`config.mk`:
```
export PLATFORM = sky130hd
export DESIGN_NAME = irq_ctrl
export DESIGN_NICKNAME = d
export VERILOG_FILES = /design/src/rtl/irq_ctrl.sv
export SDC_FILE = /design/constraint.sdc
export NUM_CORES = 1
export LEC_CHECK = 0
export CORE_ASPECT_RATIO = 1.25
export CORE_UTILIZATION = 26
export CTS_CLUSTER_SIZE = 12
export DETAILED_ROUTE_END_ITERATION = 8
export GPL_TIMING_DRIVEN = 0
export PLACE_DENSITY = 0.7
export SETUP_SLACK_MARGIN = 0.15
export SLEW_MARGIN = 20
export SYNTH_ARGS = -nofsm -noshare
export SYNTH_HDL_FRONTEND = slang
export SYNTH_SLANG_ARGS = --single-unit
```
`constraint.sdc`:
```
create_clock -name clk -period 2.32 [get_ports clk]
set_input_delay 0.232 -clock clk [delete_from_list [all_inputs] [get_ports clk]]
set_output_delay 0.232 -clock clk [all_outputs]
set_load 0.02 [all_outputs]
```
`src/rtl/irq_ctrl.sv`:
```
// irq_ctrl: four-line edge/level interrupt controller with a single-cycle bus slave
// exposing pending, mask, mode and raw registers.
module irq_ctrl #(
   parameter int SYNC_STAGES = 2
) (
   input  logic        clk,
   input  logic        rst_i,
   input  logic [3:0]  src_i,
   output logic [3:0]  irq,
   input  logic [3:0]  irqack,
   input  logic        stb_i,
   input  logic        we_i,
   input  logic [31:0] adr_i,
   input  logic [3:0]  sel_i,
   input  logic [31:0] dat_i,
   output logic [31:0] dat_o,
   output logic        ack_o
);
   typedef enum logic {IDLE, BUSY} state_e;
   state_e      state_q;
   logic [3:0]  sync_q [SYNC_STAGES];
   logic [3:0]  prev_q, iack_q, pend_q, pend_d, mask_q, mask_d, irq_q;
   logic [7:0]  mode_q, mode_d, rdata;
   logic [3:0]  act, evt, sw_set, sw_clr;
   logic [31:0] dat_q;
   logic [1:0]  reg_sel;
   logic        ack_q, fire, wr;
   logic        unused;

   assign unused = ^{adr_i[31:4], adr_i[1:0], sel_i[3:1], dat_i[31:8]};
   assign irq    = irq_q;
   assign dat_o  = dat_q;
   assign ack_o  = ack_q;

   always_comb begin
      reg_sel = adr_i[3:2];
      fire    = stb_i && state_q == IDLE;
      wr      = fire && we_i && sel_i[0];
      act     = sync_q[SYNC_STAGES-1] ^ mode_q[7:4];
      // edge-mode lines need the previous level low; level-mode lines fire whenever active
      evt     = act & ~(mode_q[3:0] & prev_q);
      sw_set  = (wr && reg_sel == 2'd3) ? dat_i[3:0] : 4'h0;
      sw_clr  = (wr && reg_sel == 2'd0) ? dat_i[3:0] : 4'h0;
      pend_d  = (pend_q & ~(sw_clr | (irqack & ~iack_q))) | evt | sw_set;
      mask_d  = (wr && reg_sel == 2'd1) ? dat_i[3:0] : mask_q;
      mode_d  = (wr && reg_sel == 2'd2) ? dat_i[7:0] : mode_q;
      rdata   = reg_sel == 2'd0 ? {4'h0, pend_q} :
                reg_sel == 2'd1 ? {4'h0, mask_q} :
                reg_sel == 2'd2 ? mode_q : {4'h0, sync_q[SYNC_STAGES-1]};
   end

   always_ff @(posedge clk) begin
      if (rst_i) begin
         for (int i = 0; i < SYNC_STAGES; i++) sync_q[i] <= 4'h0;
         prev_q  <= 4'h0;
         iack_q  <= 4'h0;
         pend_q  <= 4'h0;
         mask_q  <= 4'h0;
         mode_q  <= 8'h0;
         irq_q   <= 4'h0;
         ack_q   <= 1'b0;
         dat_q   <= 32'h0;
         state_q <= IDLE;
      end else begin
         sync_q[0] <= src_i;
         for (int i = 1; i < SYNC_STAGES; i++) sync_q[i] <= sync_q[i-1];
         prev_q  <= act;
         iack_q  <= irqack;
         pend_q  <= pend_d;
         mask_q  <= mask_d;
         mode_q  <= mode_d;
         irq_q   <= pend_q & mask_q;
         ack_q   <= fire;
         if (fire && !we_i) dat_q <= {24'h0, rdata};
         state_q <= fire ? BUSY : stb_i ? state_q : IDLE;
      end
   end
endmodule
```
Word level (Yosys, flattened, before mapping)
Memory sizes are Yosys's and may differ from the RTL's.
Cells that the tools add are included.
{ "totals": {"ff_bits": 38, "ram_bits": 8, "in_bits": 80, "memories": 1} }
{ "mem_list": {"columns": ["memory", "words", "width", "read_ports", "rd_ports_with_merged_regs", "write_ports", "line_no", "text"], "rows": [
  ["sync_q", 2, 4, 2, 0, 2, "21", "logic [3:0] sync_q [SYNC_STAGES];"]
]} }
{ "classes": {"eq_ne": 4, "muxes": 12, "n_bitwise": 15, "n_reduce_logical": 10} }
{ "ops": {"columns": ["operator", "count"], "rows": [
  ["$mux 8", 3],
  ["$and 4x4->4", 5],
  ["$mux 4", 4],
  ["$not 4->4", 3],
  ["$or 4x4->4", 3],
  ["$logic_and 1x1->1", 8],
  ["$mux 1", 5],
  ["$eq 2x2->1 const B", 2],
  ["$xor 4x4->4", 1],
  ["$eq 2x1->1 const B", 1],
  ["$logic_not 2->1", 1],
  ["$ne 2x1->1 const B", 1],
  ["$or 1x1->1", 2],
  ["$logic_not 1->1", 1],
  ["$not 1->1", 1]
]} }

Longest topological paths before layout
Gate-level depths: netlist of run 1.
{ "logic_depth": {"word_depth": 11, "ltp_mapped": 5, "mapped_depth_nobuf": 3} }

Worst setup path after synthesis of run 1
OpenSTA, ideal clock, no wires.
{ "synth_timing": {"path_type": "flip-flop to flip-flop", "from": "reg state_q", "to": "reg pend_q[0]", "setup_time_ns": 0.132, "arrival_ns": 1.050, "required_time_ns": 2.188, "setup_slack_ns": 1.138, "path_stages_with_launch": 5, "path_buffers": 1, "synth_period_minus_slack_ns": 1.182, "cell_sequence": "dfxtp_1 > or2_1 > buf_2 > o311ai_0 > a21oi_1"} }
{ "synth_between": {"elab_chain_len": 11, "elab_cells_between_ends": 13, "cone_classes": "mux: 2; bitwise: 6; reduce/logical: 5"} }
{ "synth_rtl": {"columns": ["item", "line_no", "text"], "rows": [
  ["start: declaration", "20", "state_e state_q;"],
  ["start signal: assignment", "75", "state_q <= fire ? BUSY : stb_i ? state_q : IDLE;"],
  ["$not 1->1 (*)", "37", "fire = stb_i && state_q == IDLE;"],
  ["$logic_and 1x1->1 (*)", "37", null],
  ["$logic_and 1x1->1 (*) (2 in a row)", "38", "wr = fire && we_i && sel_i[0];"],
  ["$logic_and 1x1->1", "43", "sw_clr = (wr && reg_sel == 2'd0) ? dat_i[3:0] : 4'h0;"],
  ["$mux 4", "43", null],
  ["$or 4x4->4", "44", "pend_d = (pend_q & ~(sw_clr | (irqack & ~iack_q))) | evt | sw_set;"],
  ["$not 4->4", "44", null],
  ["$and 4x4->4", "44", null],
  ["$or 4x4->4", "44", null],
  ["$or 4x4->4 (*)", "44", null],
  ["end signal: assignment", "69", "pend_q <= pend_d;"],
  ["end: declaration", "22", "logic [3:0] prev_q, iack_q, pend_q, pend_d, mask_q, mask_d, irq_q;"]
]} }
Mark *: on every way between the ends. The rest lies on a longest branch, timed or not.
A chain may end at the register's enable or synchronous reset.

Final worst setup path of run 1
{ "layout_timing": {"from": "reg dat_q[1], in the netlist dat_o[1]", "to": "out dat_o[1]"} }
{ "layout_lines": {"columns": ["item", "line_no", "text"], "rows": [
  ["start: declaration", "25", "logic [31:0] dat_q;"],
  ["start signal: assignment", "74", "if (fire && !we_i) dat_q <= {24'h0, rdata};"],
  ["end: declaration", "16", "output logic [31:0] dat_o,"]
]} }
No word-level cell between the ends.

==> metrics, run 1 <==
leakage 0.996 nW; status completed; gate count of the mapped netlist 213; NumNets Final 355; Hold Path Class input port to flop; top cell type's share of synthesized area 46.4%; CP bufs+invs 1; Final Cycle Share 64.3%; synth top area cells dfxtp_1, buf_4, a21oi_1; Max Slew Vio Count 0; wire per inst 12.4 um; setup TNS 0 ns; clk root buf clkbuf_8; Worst-Margin Slew 0.509 ns; EDFF count, synth 0; RSZ-0062 raised after global routing false; Final HPWL DP 3.36 mm; filler instances 769; Worst EP arrival 1.26 ns; FMAX 671 MHz; Die Ht 99.6 um; Relative slew margins 65.9%; initial antenna violation count 0; Setup Skew 0.0114 ns; count leader, synth dfxtp_1; crit end category output pin; max-cap violation count 0; PD cells 587 nW/um2; Clock Path Buffers 2; Worst Path Required 2.09 ns; final WL 4.56 mm; area delta synth->final 30.9%; FF-to-FF path depth 4; io pins 117; FF+latch count, synth 46; min Tclk post-route 1.49 ns; port bufs 32; vias in the first global route 1572; sequential fraction of the synthesis area 46.4%; Synth Flop Type dfxtp_1; asr flop ratio synth 0%; Worst path max stage delay 0.60 ns; Mapped Area 1980 um2; most instantiated cells after synthesis dfxtp_1, a21oi_1, buf_4; vias 1608; Initial DRC Count 66; share of post-route cells with drive strength above 1 17.0%; Final Util 35.3%; Final GP Congestion 0.836; CP max FO 2; post-CTS setup buffers 0; vias per inst 4.37; Yosys Warn Count 0; most area-hungry cell type in the Yosys netlist dfxtp_1; delay-heaviest family, CP buffers and inverters; reg2reg end pend_q[0]$_SDFF_PP0_; CTS clk-pin slew, worst paths 0.10 ns; Mean Syn Cell Area 9.31 um2; worst r2r src state_q$_SDFFE_PP0P_; Post-DRT Antenna Nets 0; largest net degree at the start of global routing 16; Crit. Startpoint dat_o[1]$_SDFFE_PP0P_; Die Width 80.1 um; row count 35; Hold Fails Final Rpt 0; Hold Path Cell Cnt 2; PostCTS Resize Cnt 0; CTS sink cnt 46; total grt overflow 0; ANT cells 0; setup violators final 0; Critical Path End dat_o[1]; Setup WS post-layout 0.829 ns; Unique masters post-synth 28; Reg2Reg Setup Slack 0.96 ns; Skew-Pair Late Insertion Delay 0.31 ns; CTS tree done; CP startpoint kind flop; GR Util All Layers 12.2%; first-pass GRT wire length 7.23 mm; slowest CP cell clkdlybuf4s50_1; CP cell instances clkdlybuf4s50_1; DRC 0; Initial Utilization 27.0%; crit path kind flop to output pin; Die Area 7980 um2; CTS Buf Count 5; Worst path depth 1; hold buffers post-CTS 0; H-tree Lvls 2; first-pass detailed-route iteration total 4; Place WS 0.522 ns; core area 7360 um2; Worst Hold Slack 0.315 ns; Peak VDD IR 255 uV
==> worst reg2reg max path: stages (launching register included) <==
cell,delay [ns]
dfxtp_1,0.37
or2_1,0.23
buf_2,0.17
o311ai_0,0.34
a21oi_1,0.11
==> cell usage in the layout, fill, tap and decap left out <==
cell,Yosys,layout
nor2b_1,16,16
conb_1,1,24
and4b_1,1,1
and2_1,4,4
clkinv_2,0,1
nand2b_1,5,5
and4_1,1,1
nand3_1,16,16
clkinvlp_4,0,1
nand2_1,16,16
a21oi_1,24,24
o21ai_0,12,12
buf_4,24,24
nand4_2,1,1
mux4_2,4,4
nand4b_1,1,1
clkdlybuf4s50_1,0,32
clkbuf_2,1,1
o32a_1,4,4
dfxtp_1,46,46
xnor2_1,4,4
o311ai_0,2,2
nor3b_2,1,1
o311ai_2,2,2
clkinv_4,0,1
clkbuf_8,0,5
or3b_1,1,1
buf_6,2,2
buf_2,4,4
or2_1,1,1
clkbuf_1,6,6
nor2_1,9,9
inv_1,4,4
==> metrics by stage <==
| stage | std cells | area (um2) | total power [mW] |
|---|---|---|---|
| final | 368 | 2590 | 1.52 |
| after detailed placement | 360 | 2500 | 1.05 |
| after CTS | 368 | 2590 | 1.54 |
| after global placement | 360 | 2500 | 1.04 |
| after global routing | 368 | 2590 | 1.58 |
| after floorplan | 236 | 2070 | 0.977 |
==> cell type report <==
type / count / area [um2] / area share [%]
Buffer: 37 / 250 / 9.64
Clock buffer: 5 / 68.8 / 2.65
Clock inverter: 3 / 21.3 / 0.820
Inverter: 4 / 15.0 / 0.579
Multi-Input combinational cell: 149 / 883 / 34.0
Sequential cell: 46 / 921 / 35.5
Tap cell: 92 / 115 / 4.44
Timing Repair Buffer: 32 / 320 / 12.3
==> state kept, by name, indices dropped and copies added, names as in the netlist <==
name     flops
dat_o        8
mode_q       8
sync_q       8
iack_q       4
irq          4
mask_q       4
pend_q       4
prev_q       4
ack_o        1
state_q      1
==> worst min path at each step <==
stage / start / slack, ns / end
finish: rst_i / 0.32 / sync_q[0][5]$_SDFF_PP0_
CTS: adr_i[3] / 0.32 / mask_q[1]$_SDFFE_PP0P_
detailed placement: sync_q[0][1]$_SDFF_PP0_ / 0.42 / sync_q[0][5]$_SDFF_PP0_
global placement: sync_q[0][2]$_SDFF_PP0_ / 0.42 / sync_q[0][6]$_SDFF_PP0_
global route: rst_i / 0.36 / sync_q[0][7]$_SDFF_PP0_
floorplan: irqack[0] / 0.36 / iack_q[0]$_SDFF_PP0_
==> metal layers <==
metal / vias up / GRT usage [%] / wire, um
li1: 797 / - / -
met1: 731 / 12.9 / 1740
met2: 67 / 21.2 / 2280
met3: 13 / 3.58 / 383
met4: 0 / 7.55 / 155
met5: - / 0 / 0
==> report_power, final <==
group          total [mW]  internal (mW)  switching (mW)
Sequential          0.821          0.810          0.0107
Combinational       0.207         0.0962           0.111
Clock               0.496          0.212           0.285
Total                1.52           1.12           0.406
==> logic make-up (layout without fill, tap and decap cells) <==
| group | count (synthesis) | in the layout | share of synthesized area [%] |
|---|---|---|---|
| AND/OR/NAND/NOR | 73 | 73 | 20.1 |
| flip-flops | 46 | 46 | 46.4 |
| AO/OA/AOI/OAI | 44 | 44 | 13.6 |
| buffers and inverters | 41 | 81 | 13.4 |
| XOR/XNOR | 4 | 4 | 1.77 |
| multiplexers | 4 | 4 | 4.54 |
| other | 1 | 24 | 0.189 |
(Power assumes the default switching activity.)
==> inputs of run 2 (changes only) <==
clock period = 1.45 ns   (was 2.32 ns; I/O delays follow)
==> run 2 against run 1 <==
Net effect:
- combinational power up 65%
- worst hold slack lost 0.088 ns
- power is 61% higher
- global-route usage hardly changed
- sequential share of layout area down 0.51 points
- wire length is 3.9% higher
- clock skew shrank 0.0018 ns
- critical path depth up 3
- register-to-register slack lost 0.80 ns
==> metrics, run 2 (same netlist as run 1, synthesis figures left out) <==
hold buffers post-CTS 0 (unchanged); CTS sink cnt 46 (unchanged); CTS Buf Count 5 (unchanged); overall power 2.45 mW (was 1.52 mW); row count 35 (unchanged); Max Slew Vio Count 0 (unchanged); worst r2r src state_q$_SDFFE_PP0P_ (unchanged); placed insts 360 (unchanged); crit end category flop (was output pin); worst hold start rst_i (unchanged); DRC 0 (unchanged); setup violators final 0 (unchanged); Final Cycle Share 89.1%; Peak VDD IR 406 uV (was 255 uV); status completed (unchanged); NumNets Final 357 (was 355); Final Util 35.8% (was 35.3%); final WL 4.74 mm (was 4.56 mm); commonest non-fill, non-tap cell in the layout dfxtp_1 (unchanged); GR Util met1 12.9% (unchanged); area of placed instances 2500 um2 (unchanged); CP startpoint kind flop (unchanged); Non-Filler Instances 370 (was 368); Worst-Margin Slew 0.510 ns (was 0.509 ns); RSZ-0062 raised after global routing false (unchanged); most frequent cells in the layout dfxtp_1, buf_4, a21oi_1, conb_1 (was dfxtp_1, clkdlybuf4s50_1, a21oi_1, buf_4, conb_1); first-pass GRT wire length 7.22 mm (was 7.23 mm); Crit. Startpoint state_q$_SDFFE_PP0P_ (was dat_o[1]$_SDFFE_PP0P_); port bufs 32 (unchanged); CTS clk-pin slew, worst paths 0.08 ns (was 0.10 ns); largest net degree at the start of global routing 16 (unchanged); Clock Path Buffers 2 (unchanged); crit path kind flop to flop (was flop to output pin); io pins 117 (unchanged); wire per inst 12.8 um (was 12.4 um); Initial Utilization 27.0% (unchanged); Relative slew margins 66.0% (was 65.9%); first-pass detailed-route iteration total 4 (unchanged); PD cells 929 nW/um2 (was 587 nW/um2); Hold Fails Final Rpt 0 (unchanged); GR Util met3 3.58% (unchanged); core area 7360 um2 (unchanged); GR Util met2 21.1% (was 21.2%); vias per inst 4.49 (was 4.37); Die Ht 99.6 um (unchanged); Post-DRT Antenna Nets 0 (unchanged); Worst Path Required 1.62 ns (was 2.09 ns); Setup Skew 0.00964 ns (was 0.0114 ns); min Tclk post-route 1.29 ns; Initial DRC Count 87 (was 66); Die Width 80.1 um (unchanged); area delta synth->final 32.9% (was 30.9%); Die Area 7980 um2 (unchanged); GR Util All Layers 12.2% (about the same); Final HPWL DP 3.36 mm (unchanged); Most Crowded Layer GR met2 (unchanged); vias 1661 (was 1608); Skew-Pair Late Insertion Delay 0.31 ns (about the same); leakage 1.09 nW (was 0.996 nW); CTS tree done (unchanged); max-cap violation count 0 (unchanged); FMAX 774 MHz; clk root buf clkbuf_8 (unchanged); initial antenna violation count 0 (unchanged); total grt overflow 0 (unchanged); ANT cells 0 (unchanged); H-tree Lvls 2 (unchanged); share of post-route cells with drive strength above 1 19.4% (was 17.0%); Worst EP arrival 1.46 ns (was 1.26 ns); final instance area 2640 um2 (was 2590 um2); Final GP Congestion 0.836 (unchanged); CP max FO 8 (was 2); vias in the first global route 1573 (was 1572); Hold Path Class input port to flop (unchanged)
==> run 2: cell count changes in the layout (fill, tap and decap cells not counted), sizes merged <==
cell           previous run  this run
clkdlybuf4s50            32        16
dlygate4sd2               0        15
buf                      30        32
dlymetal6s2s              0         1
==> run 2: stage by stage <==
stage / setup WS (ns) / hold slack, ns / TNS [ns]
3_5_place_dp: -0.261 / 0.425 / -3.70
3_3_place_gp: -0.203 / 0.421 / -2.77
6_report: 0.158 / 0.227 / 0
4_1_cts: 0.145 / 0.231 / 0
5_1_grt: 0.119 / 0.269 / 0
2_1_floorplan: 0.268 / 0.273 / 0
==> run 2: layout make-up <==
type	instances	area, um2
fill	772	4720
sequential	46	922
multi-input combinational	149	921
timing repair buffer	34	319
buffer	37	254
tap	92	115
clock buffer	5	68.8
clock inverter	3	21.3
inverter	4	15.0
==> run 2: routing by layer <==
metal / share of wire [%] / wire, um
met5: 0 / 0
met4: 2.4 / 113
met3: 8.4 / 396
met2: 51 / 2430
met1: 38 / 1800
==> run 2: worst paths after layout <==
check	slack, ns	depth (start not counted)	endpoint
worst min register to register	0.44	1	sync_q[0][4]$_SDFF_PP0_
worst min-delay path	0.23	2	sync_q[0][4]$_SDFF_PP0_
worst max-delay path	0.16	4	pend_q[0]$_SDFF_PP0_
worst max register to register	0.16	4	pend_q[0]$_SDFF_PP0_
==> run 2: what timing repair did <==
item | in CTS | in global routing
buffers inserted | 0 | 2
resized for setup | 18 | 9
pin swaps | 1 | 0
setup endpoints to repair | 25 | 18
==> run 2: critical path: stages (launching register included) <==
cell,delay [ns]
dfxtp_2,0.37
or2_1,0.22
buf_2,0.18
o311ai_2,0.27
a21oi_1,0.11
==> run 2: where the power goes <==
part | leakage (nW) | internal (mW) | switching [mW]
clock | 0.0441 | 0.339 | 0.452
sequential | 0.375 | 1.30 | 0.0189
combinational | 0.667 | 0.157 | 0.185
==> inputs of run 3 (changes only) <==
PLACE_DENSITY = 0.67   (was 0.7)
==> run 3 against run 2 <==
Net effect:
- count of clock-buffer cells in the layout rose by 2
- maximum frequency rose by 3.3%
- cell count fell by 0.54%
- critical path type unchanged
- clock power fell by 8.3%
- sequential power barely moved
- first-iteration DRC count fell by 16%
- highest routed layer unchanged
- critical path depth did not move
- largest cell class unchanged
- sequential share of layout area rose by 0.56 points
- critical endpoint unchanged
- sequential cell count did not move
==> metrics, run 3 (same netlist as run 1, synthesis figures left out) <==
status completed (unchanged); crit end category flop (unchanged); Worst Hold Slack 0.230 ns (was 0.227 ns); ANT cells 0 (unchanged); vias 1557 (was 1661); core area 7360 um2 (unchanged); port bufs 32 (unchanged); vias in the first global route 1515 (was 1573); CP startpoint kind flop (unchanged); Skew-Pair Late Insertion Delay 0.30 ns (was 0.31 ns); leakage 1.07 nW (was 1.09 nW); setup TNS 0 ns (unchanged); largest net degree at the start of global routing 13 (was 16); Max Slew Vio Count 0 (unchanged); Final HPWL DP 3.34 mm (was 3.36 mm); Peak VDD IR 420 uV (was 406 uV); CTS Buf Count 5 (unchanged); Setup Skew 0.00418 ns (was 0.00964 ns); Clock Path Buffers 2 (unchanged); RSZ-0062 raised after global routing false (unchanged); max-cap violation count 0 (unchanged); DRC 0 (unchanged); io pins 117 (unchanged); Setup WS post-layout 0.199 ns (was 0.158 ns); Final GP Congestion 0.839 (was 0.836); CP max FO 8 (unchanged); Die Ht 99.6 um (unchanged); Final Util 35.3% (was 35.8%); Place WS -0.260 ns (was -0.261 ns); initial antenna violation count 0 (unchanged); hold buffers post-CTS 0 (unchanged); Hold Fails Final Rpt 0 (unchanged); setup violators final 0 (unchanged); Final Cycle Share 86.3% (was 89.1%); crit path kind flop to flop (unchanged); Die Area 7980 um2 (unchanged); Relative slew margins 60.8% (was 66.0%); NumNets Final 356 (was 357); H-tree Lvls 2 (unchanged); vias per inst 4.23 (was 4.49); Worst Path Required 1.61 ns (was 1.62 ns); Die Width 80.1 um (unchanged); PD cells 914 nW/um2 (was 929 nW/um2); Initial DRC Count 73 (was 87); final instance area 2590 um2 (was 2640 um2); CTS tree done (unchanged); CTS sink cnt 46 (unchanged); Initial Utilization 27.0% (unchanged); placed insts 360 (unchanged); first-pass GRT wire length 7.16 mm (was 7.22 mm); GR Util All Layers 11.9% (was 12.2%); Hold Path Class input port to flop (unchanged); total grt overflow 0 (unchanged); share of post-route cells with drive strength above 1 17.0% (was 19.4%); FMAX 799 MHz (was 774 MHz); commonest non-fill, non-tap cell in the layout dfxtp_1 (unchanged); clk root buf clkbuf_8 (unchanged); Post-DRT Antenna Nets 0 (unchanged); Non-Filler Instances 368 (was 370); first-pass detailed-route iteration total 4 (unchanged); row count 35 (unchanged); Worst-Margin Slew 0.588 ns (was 0.510 ns); filler instances 771 (was 772); min Tclk post-route 1.25 ns (was 1.29 ns); area delta synth->final 30.9% (was 32.9%); wire per inst 11.9 um (was 12.8 um); most frequent cells in the layout dfxtp_1, buf_4, a21oi_1, conb_1 (unchanged); Worst EP arrival 1.41 ns (was 1.46 ns); overall power 2.37 mW (was 2.45 mW); final WL 4.40 mm (was 4.74 mm); CTS clk-pin slew, worst paths 0.08 ns (about the same); area of placed instances 2500 um2 (unchanged)
-- run 3: cell types whose count changed in the layout (fill, tap and decap cells not counted), sizes merged --
cell      before  now
clkinvlp       1    0
buf           32   31
clkbuf        12   14
clkinv         2    0
-- run 3: final cells by class --
type / count / area [um2] / area share (%)
tap: 92 / 115 / 4.44
sequential: 46 / 922 / 35.5
buffer: 37 / 256 / 9.88
timing repair buffer: 33 / 312 / 12.0
multi-input combinational: 149 / 898 / 34.6
clock buffer: 7 / 76.3 / 2.94
inverter: 4 / 15.0 / 0.579
-- run 3: layer usage --
layer,global-route usage [%],vias to the layer above,routed length [um]
met3,3.21,9,411
met2,20.8,70,2250
met4,5.63,0,98
met5,0,-,0
li1,-,802,-
met1,13.2,676,1640
-- run 3: power by group --
group,switching [mW],internal [mW]
combinational,0.179,0.154
clock,0.393,0.332
sequential,0.0178,1.30
-- run 3: worst paths after layout --
check	start	depth (start not counted)	slack, ns	end
worst max register to register	state_q$_SDFFE_PP0P_	4	0.20	pend_q[0]$_SDFF_PP0_
worst min-delay path	rst_i	2	0.23	sync_q[0][5]$_SDFF_PP0_
worst min register to register	sync_q[0][1]$_SDFF_PP0_	1	0.44	sync_q[0][5]$_SDFF_PP0_
worst max-delay path	state_q$_SDFFE_PP0P_	4	0.20	pend_q[0]$_SDFF_PP0_
-- run 3: repair_timing --
item,4_1_cts,5_1_grt
gates cloned,0,0
resized for setup,18,8
pin swaps,1,0
setup buffers,0,1
endpoints found under the setup margin,27,19
-- run 3: critical path, cell delays in order (launching register included) --
cell and delay [ns]:
dfxtp_2 0.36, or2_1 0.23, buf_2 0.18, o311ai_1 0.25
a21oi_1 0.11
